===== src/rtl/ksa_pipe_adder.sv =====
// Pipelined Kogge-Stone adder/subtractor with one prefix level per stage and a global advance enable.
// Optional signed-overflow output is built only when KSA_PIPE_OVF_EN is defined.
module ksa_pipe_adder #(
  parameter int unsigned WIDTH = 16
) (
  input  logic             wb_clk_i,
  input  logic             wb_rst_i,
  input  logic             in_valid,
  output logic             in_ready,
  input  logic [WIDTH-1:0] in_a,
  input  logic [WIDTH-1:0] in_b,
  input  logic             in_cin,
  input  logic             in_sub,
  output logic             out_valid,
  input  logic             out_ready,
  output logic [WIDTH-1:0] out_sum,
  output logic             out_cout,
  output logic             out_ovf,
  output logic             busy
);

  localparam int unsigned LEVELS = $clog2(WIDTH);

  logic en;
  logic [WIDTH-1:0] b_eff;
  logic             cin_eff;
  logic [WIDTH-1:0] p_bit;

  // Stage k holds the prefix result after k levels; stage 0 holds bitwise g/p.
  logic [LEVELS:0]              vld_q;
  logic [LEVELS:0][WIDTH-1:0]   g_q;
  logic [LEVELS:0][WIDTH-1:0]   g_d;
  logic [LEVELS-1:0][WIDTH-1:0] p_q;
  logic [LEVELS-1:0][WIDTH-1:0] p_d;
  logic [LEVELS:0][WIDTH-1:0]   pb_q;
  logic [LEVELS:0]              cin_q;

  logic [WIDTH:0]   carry;
  logic [WIDTH-1:0] sum_d;
  logic             cout_d;

  assign en       = ~out_valid | out_ready;
  assign in_ready = en;
  assign busy     = (|vld_q) | out_valid;

  // Operand conditioning: subtraction is A + ~B + 1.
  always_comb begin
    b_eff   = in_sub ? ~in_b : in_b;
    cin_eff = in_sub ? 1'b1 : in_cin;
    p_bit   = in_a ^ b_eff;
  end

  // Prefix network; carry-in is folded into bit 0's generate so G[i] is the carry out of bit i.
  always_comb begin
    int span;
    int j;
    g_d = '0;
    p_d = '0;
    g_d[0]    = in_a & b_eff;
    g_d[0][0] = (in_a[0] & b_eff[0]) | (p_bit[0] & cin_eff);
    p_d[0]    = p_bit;
    for (int k = 1; k <= int'(LEVELS); k++) begin
      span = 1 << (k - 1);
      for (int i = 0; i < int'(WIDTH); i++) begin
        j = (i >= span) ? (i - span) : i;
        if (i >= span) g_d[k][i] = g_q[k-1][i] | (p_q[k-1][i] & g_q[k-1][j]);
        else           g_d[k][i] = g_q[k-1][i];
      end
    end
    for (int k = 1; k < int'(LEVELS); k++) begin
      span = 1 << (k - 1);
      for (int i = 0; i < int'(WIDTH); i++) begin
        j = (i >= span) ? (i - span) : i;
        if (i >= span) p_d[k][i] = p_q[k-1][i] & p_q[k-1][j];
        else           p_d[k][i] = p_q[k-1][i];
      end
    end
  end

  // Final sum from the fully resolved carries.
  always_comb begin
    carry  = {g_q[LEVELS], cin_q[LEVELS]};
    sum_d  = pb_q[LEVELS] ^ carry[WIDTH-1:0];
    cout_d = carry[WIDTH];
  end

  always_ff @(posedge wb_clk_i or posedge wb_rst_i) begin
    if (wb_rst_i) begin
      vld_q     <= '0;
      g_q       <= '0;
      p_q       <= '0;
      pb_q      <= '0;
      cin_q     <= '0;
      out_valid <= 1'b0;
      out_sum   <= '0;
      out_cout  <= 1'b0;
    end else if (en) begin
      vld_q     <= {vld_q[LEVELS-1:0], in_valid};
      g_q       <= g_d;
      p_q       <= p_d;
      pb_q      <= {pb_q[LEVELS-1:0], p_bit};
      cin_q     <= {cin_q[LEVELS-1:0], cin_eff};
      out_valid <= vld_q[LEVELS];
      out_sum   <= sum_d;
      out_cout  <= cout_d;
    end
  end

`ifdef KSA_PIPE_OVF_EN
  // Signed overflow: carry into the MSB differs from carry out of it.
  always_ff @(posedge wb_clk_i or posedge wb_rst_i) begin
    if (wb_rst_i)  out_ovf <= 1'b0;
    else if (en)   out_ovf <= carry[WIDTH] ^ carry[WIDTH-1];
  end
`else
  assign out_ovf = 1'b0;
`endif

endmodule


===== config.mk =====
export PLATFORM = sky130hd
export DESIGN_NAME = ksa_pipe_adder
export DESIGN_NICKNAME = d
export VERILOG_FILES = /design/src/rtl/ksa_pipe_adder.sv
export SDC_FILE = /design/constraint.sdc
export NUM_CORES = 1
export LEC_CHECK = 0
export CORE_ASPECT_RATIO = 0.6
export CORE_UTILIZATION = 42
export CTS_CLUSTER_DIAMETER = 50
export CTS_CLUSTER_SIZE = 24
export DETAILED_ROUTE_END_ITERATION = 10
export HOLD_SLACK_MARGIN = 0.1
export PLACE_DENSITY = 0.71
export SETUP_SLACK_MARGIN = 0.02
export SYNTH_ARGS = -nofsm -noshare
export SYNTH_HDL_FRONTEND = slang
export SYNTH_SLANG_ARGS = --single-unit

===== constraint.sdc =====
create_clock -name wb_clk_i -period 24.4 [get_ports wb_clk_i]
set_input_delay 6.1 -clock wb_clk_i [delete_from_list [all_inputs] [get_ports wb_clk_i]]
set_output_delay 6.1 -clock wb_clk_i [all_outputs]
set_load 0.1 [all_outputs]

==> results.tsv, run 1 <==
metric	value	unit
htreeDepth	1	
core	22390	µm²
clk_latency	0.48	ns
synth_top_area_share	57.01	%
synth_top_area_cell	dfrtp_1	
grt_pass1_vias	5424	
hpwl	12.09	mm
start_util	43.53	%
critical_path_class	in2out	
start_kind	input port	
routed.top_layer	met4	
rows	42	
synth_nets	770	
die_area	23830	µm²
fmax	66.59	MHz
numCtsBuffers	14	
dr_wl_met2	7.297	mm
cts_hold_buf	0	
intPower	0.9286	mW
combPwrFrac	35.9	%
fin_ws	9.382	ns
rsz0062_at_grt	no	
clkTransAtPathRegs	0.08	ns
ys_ff_latch	222	
cts.sinks	222	
ios	59	
synth_warnings	0	
routed_wl	18.72	mm
grt_usage	16.53	%
first_pass_iters	4	
cp_slowest_cell	clkdlybuf4s50_1	
worstPathArrival	8.92	ns
design_power_total	1.467	mW
grt_max_degree	105	
finalSetupViolations	0	
power_switching	0.5382	mW
yosysSeqAreaShare	57.01	%
reg2regPathDepth	4	
gp_congestion	0.7499	
cts_setup_buffers	0	
p_seq_share	45.3	%
drt_iter0_drc	501	
cts_root_buf	clkbuf_16	
slew_viol_final	0	
required	18.30	ns
cts_resized	0	
period_share	61.55	%
path_cells	buf_2, buf_4, and2b_4, inv_6, clkdlybuf4s50_1	
p_clk_share	18.8	%
insertedDiodeCount	0	
area_growth	12.79	%
drive_gt1_share	22.59	%
tritoncts	done	
path_max_fanout	86	
antenna_found_initial	0	
synthTopCellsByArea	dfrtp_1, mux2_4, nand3b_1	
ant_nets	0	
critPathTopFamily	buffers and inverters	
hold_viol_final	0	
relSlewSlack	32.95	%
num-fill-cells	1983	
worst_slew_pin_slew	1.006	ns
run_status	finished, final reports clean	
synth_area	9744	µm²
stdcell_area	10990	µm²
min_period	15.02	ns
fin_skew	0.02116	ns
peakVddDrop	0.00008247	V
grt.overflow.total	0	
grt_pass1_wl	31.13	mm
p_leak	4.904	nW
crit_buf_inv	4	
dp_slack	9.372	ns
portBuffers	57	
fp.dieH	120.0	µm
met3WireLength	794	µm
post-route-drc-count	0	
postSynthAreaPerCell	13.61	µm²
crit_cells	5	
die_w	198.6	µm
end_kind	output port	
viasPerCell	5.169	
clk_path_buf_depth	3	
num_vias	5505	
hold_path_depth	1	
met1_length	10.37	mm
synth_cells	716	
nets	804	
wl_per_cell	17.58	µm
synth.distinct_cells	23	
power.density	133.5	nW/µm²
cap_violations	0	
dpl_cell_area	10470	µm²
tns	0	ns
hold_class	reg2reg	
cpPeakStageDelay	1.27	ns
swShare	36.69	%
[per-stage QoR]
stage | utilization (%) | hold slack (ns) | cells
2_1_floorplan | - | 0.4526 | 716
3_3_place_gp | 46.79 | 0.4843 | 1042
3_5_place_dp | 46.79 | 0.4919 | 1042
4_1_cts | 49.09 | 0.5115 | 1065
5_1_grt | 49.09 | 0.5300 | 1065
6_report | 49.09 | 0.5062 | 1065
[worst paths after layout]
| path | slack [ns] | endpoint | from |
|---|---|---|---|
| worst max-delay path | 9.38 | in_ready | out_ready |
| worst min-delay path | 0.51 | cin_q[2] | cin_q[2] |
| worst max register to register | 21.81 | carry[2] | out_valid |
| worst min register to register | 0.51 | cin_q[2] | cin_q[2] |
| max in group asynchronous | 16.17 | g_q[22] | wb_rst_i |
| min in group asynchronous | 6.09 | carry[13] | wb_rst_i |
[worst register-to-register path, delay by kind of cell (launching register included)]
kind	cells	cell delay [ns]
buffers and inverters	2	1.47
AND/OR/NAND/NOR	1	0.18
flip-flops	1	0.41
multiplexers	1	0.43
[area by class of cell]
type | instances | area, µm² | area share [%]
sequential | 222 | 5557 | 50.56
multi-input combinational | 445 | 3890 | 35.39
timing repair buffer | 64 | 618.1 | 5.624
clock buffer | 16 | 389.1 | 3.541
tap | 308 | 385.4 | 3.506
clock inverter | 7 | 127.6 | 1.161
inverter | 3 | 23.77 | 0.2163
[routing by layer]
layer,track usage [%],vias up
met5,0,-
met4,2.981,0
met3,3.035,20
met2,21.44,124
met1,27.92,2772
li1,-,2589
[cells in the final DEF (no fill, tap or decap)]
cell             count
clkbuf_8             1
nor3b_1              2
dfrtp_2              1
inv_6                2
nand2b_1             1
nand3b_1            83
mux2_4             106
buf_2                1
bufinv_16            3
and2b_4              1
clkinv_4             2
dfrtp_1            221
nand2_1             35
a21oi_1             50
mux2_2              30
clkbuf_16           15
nor2_1               2
conb_1               1
ha_1                16
buf_4                7
inv_8                2
a31oi_1              1
clkdlybuf4s50_1     56
inv_1                1
o21ai_0             84
nor4_1               1
xor2_1              32
[logic make-up after synthesis]
kind of cell    count (synthesis)  share of synthesized area (%)
mux                           136                          19.80
other cells                     1                        0.03848
simple gates                  125                          8.205
compound gates                135                          6.947
fa+ha+maj                      16                          2.054
buf+inv                        49                          3.069
flops                         222                          57.01
xor+xnor                       32                          2.876
[sequential cells by signal, summed over array words and instances, names as in the netlist]
register / flops
carry: 16
cin_q: 5
g_d: 15
g_q: 49
out_cout: 1
out_sum: 16
out_valid: 1
p_d: 2
p_q: 35
pb_q: 77
vld_q: 5
[cell usage after synthesis]
master    instances
nor2_1            2
nor4_1            1
xor2_1           32
a31oi_1           1
inv_2             1
and2b_4           1
a21oi_1          50
buf_2             5
nand3b_1         83
inv_1             2
clkbuf_1         24
buf_1             2
buf_4             1
conb_1            1
dfrtp_1         222
ha_1             16
nand2_1          35
o21ai_0          84
mux2_4          106
nor3b_1           2
buf_6            14
nand2b_1          1
mux2_2           30
[power groups by stage]
stage	logic (mW)	registers, mW	clock network [mW]
final	0.526	0.665	0.276
after CTS	0.530	0.663	0.281
after detailed placement	0.529	0.670	0
after global routing	0.568	0.684	0.295
after floorplan	0.339	0.725	0
after global placement	0.518	0.664	0
(Power assumes the default switching activity.)
==> run 2: changes to the inputs <==
PLACE_DENSITY = 0.73   (was 0.71)
clock period = 12.7 ns   (was 24.4 ns; I/O delays follow)
==> run 2 against run 1 <==
Net effect:
- sequential power grew 92%
- final cell count shrank 0.38%
- utilization shrank 0.38 points
- first-iteration DRC count grew 13%
- design area shrank 0.77%
- register-to-register slack lost 12 ns
- critical path depth shrank 1
- wire length grew 0.74%
- total power grew 88%
- clock skew grew 0.0025 ns
==> results.tsv, run 2 (synthesized netlist as in run 1, its figures left out) <==
metric	value	unit	change
slew_viol_final	0		unchanged
clkTransAtPathRegs	0.09	ns	about the same
critPathTopFamily	buffers and inverters		
hold_class	reg2reg		
cts_hold_buf	0		unchanged
die_area	23830	µm²	unchanged
portBuffers	57		unchanged
path_cells	buf_2, and2b_4, inv_6, clkdlybuf4s50_1		
cts_setup_buffers	0		unchanged
viasPerCell	5.196		+0.52%
grt_pass1_vias	5421		-0.055%
end_kind	output port		
p_seq_share	46.3	%	+1.0 points
layout_common_cells	dfrtp_1, mux2_4, o21ai_0		
intPower	1.725	mW	+86%
hpwl	12.20	mm	+0.86%
gp_congestion	0.7494		about the same
power.density	252.8	nW/µm²	+89%
run_status	finished, final reports clean		
cap_violations	0		unchanged
final_common_cell	dfrtp_1		
tns	0	ns	unchanged
numCtsBuffers	14		unchanged
fin_util	48.71	%	-0.38 points
p_clk_share	17.1	%	-1.7 points
largest_register	pb_q		
cts_resized	0		unchanged
grt.overflow.total	0		unchanged
largest_register_ff_count	77		unchanged
htreeDepth	1		unchanged
combPwrFrac	36.6	%	+0.7 points
clk_latency	0.49	ns	about the same
p_leak	4.861	nW	-0.87%
start_kind	input port		
power_switching	1.032	mW	+92%
ios	59		unchanged
required	9.52	ns	-8.78 ns
cpPeakStageDelay	1.27	ns	about the same
peakVddDrop	0.00009195	V	+11%
tritoncts	done		
die_w	198.6	µm	unchanged
cts_root_buf	clkbuf_16		
crit_buf_inv	3		-1
core	22390	µm²	unchanged
finalSetupViolations	0		unchanged
hold_viol_final	0		unchanged
cts.sinks	222		unchanged
grt_usage	16.38	%	-0.15 points
period_share	73.46	%	
wl_per_cell	17.78	µm	+1.1%
nets	803		-0.12%
area_growth	11.92	%	
grt_max_degree	105		unchanged
num_vias	5513		+0.15%
drt_iter0_drc	564		+13%
worstPathArrival	6.15	ns	-2.77 ns
drive_gt1_share	22.18	%	-0.41 points
ant_nets	0		unchanged
first_pass_iters	5		+1
clk_path_buf_depth	3		unchanged
insertedDiodeCount	0		unchanged
post-route-drc-count	0		unchanged
path_max_fanout	86		unchanged
antenna_found_initial	0		unchanged
cp_slowest_cell	clkdlybuf4s50_1		
min_period	9.330	ns	
critical_path_class	in2out		
worst_slew_pin_slew	1.156	ns	+0.1498 ns
rows	42		unchanged
hold_ws	0.4990	ns	-0.007252 ns
swShare	37.45	%	+0.76 points
design_power_total	2.757	mW	+88%
fp.dieH	120.0	µm	unchanged
routed_wl	18.86	mm	+0.74%
fin_skew	0.02369	ns	+0.002524 ns
grt_pass1_wl	30.74	mm	-1.3%
rsz0062_at_grt	no		
fmax	107.2	MHz	
reg_top3	pb_q: 77 flops, g_q: 49 flops, p_q: 35 flops		
relSlewSlack	22.96	%	-10 points
start_util	43.53	%	unchanged
[run 2: cell count changes in the layout (fill, tap and decap cells not counted), sizes merged]
cell / delta
clkinv: -1
buf: -1
inv: +1
bufinv: -3
[run 2: worst paths after layout]
check                           slack, ns  cells past startpoint      start          to
worst max-delay path                 3.37                      4  out_ready    in_ready
worst min-delay path                 0.50                      1   cin_q[2]    cin_q[3]
worst max register to register      10.05                      4  out_valid    carry[1]
worst min register to register       0.50                      1   cin_q[2]    cin_q[3]
max in group asynchronous            7.42                      4   wb_rst_i    pb_q[13]
min in group asynchronous            3.17                      2   wb_rst_i  out_sum[8]
[run 2: power by group through the flow]
stage               clock network, mW  registers [mW]  logic (mW)
floorplan                           0            1.39       0.650
global placement                    0            1.28       0.991
detailed placement                  0            1.29        1.01
CTS                             0.481            1.28        1.02
global route                    0.504            1.31        1.08
finish                          0.470            1.28        1.01
[run 2: cell type report]
class | instances | area [µm²]
fillers | 1958 | 11480
flip-flops and latches | 222 | 5557
multi-input cells | 445 | 3890
repair buffers | 63 | 610.6
clock buffers | 16 | 389.1
well taps | 308 | 385.4
clock inverters | 4 | 50.05
inverters | 3 | 23.77
[run 2: metal layers]
| layer | vias to the layer above | wire, µm | global-route usage [%] |
|---|---|---|---|
| li1 | 2589 | - | - |
| met1 | 2784 | 10220 | 27.47 |
| met2 | 125 | 7513 | 21.98 |
| met3 | 15 | 900 | 2.530 |
| met4 | 0 | 229 | 2.692 |
| met5 | - | 0 | 0 |
[run 2: per-stage QoR]
| stage | instance area (µm²) | std cells | setup WS (ns) |
|---|---|---|---|
| after floorplan | 9744 | 716 | 3.447 |
| after global placement | 10470 | 1041 | 3.333 |
| after detailed placement | 10470 | 1041 | 3.327 |
| after CTS | 10910 | 1061 | 3.321 |
| after global routing | 10910 | 1061 | 3.218 |
| final | 10910 | 1061 | 3.370 |
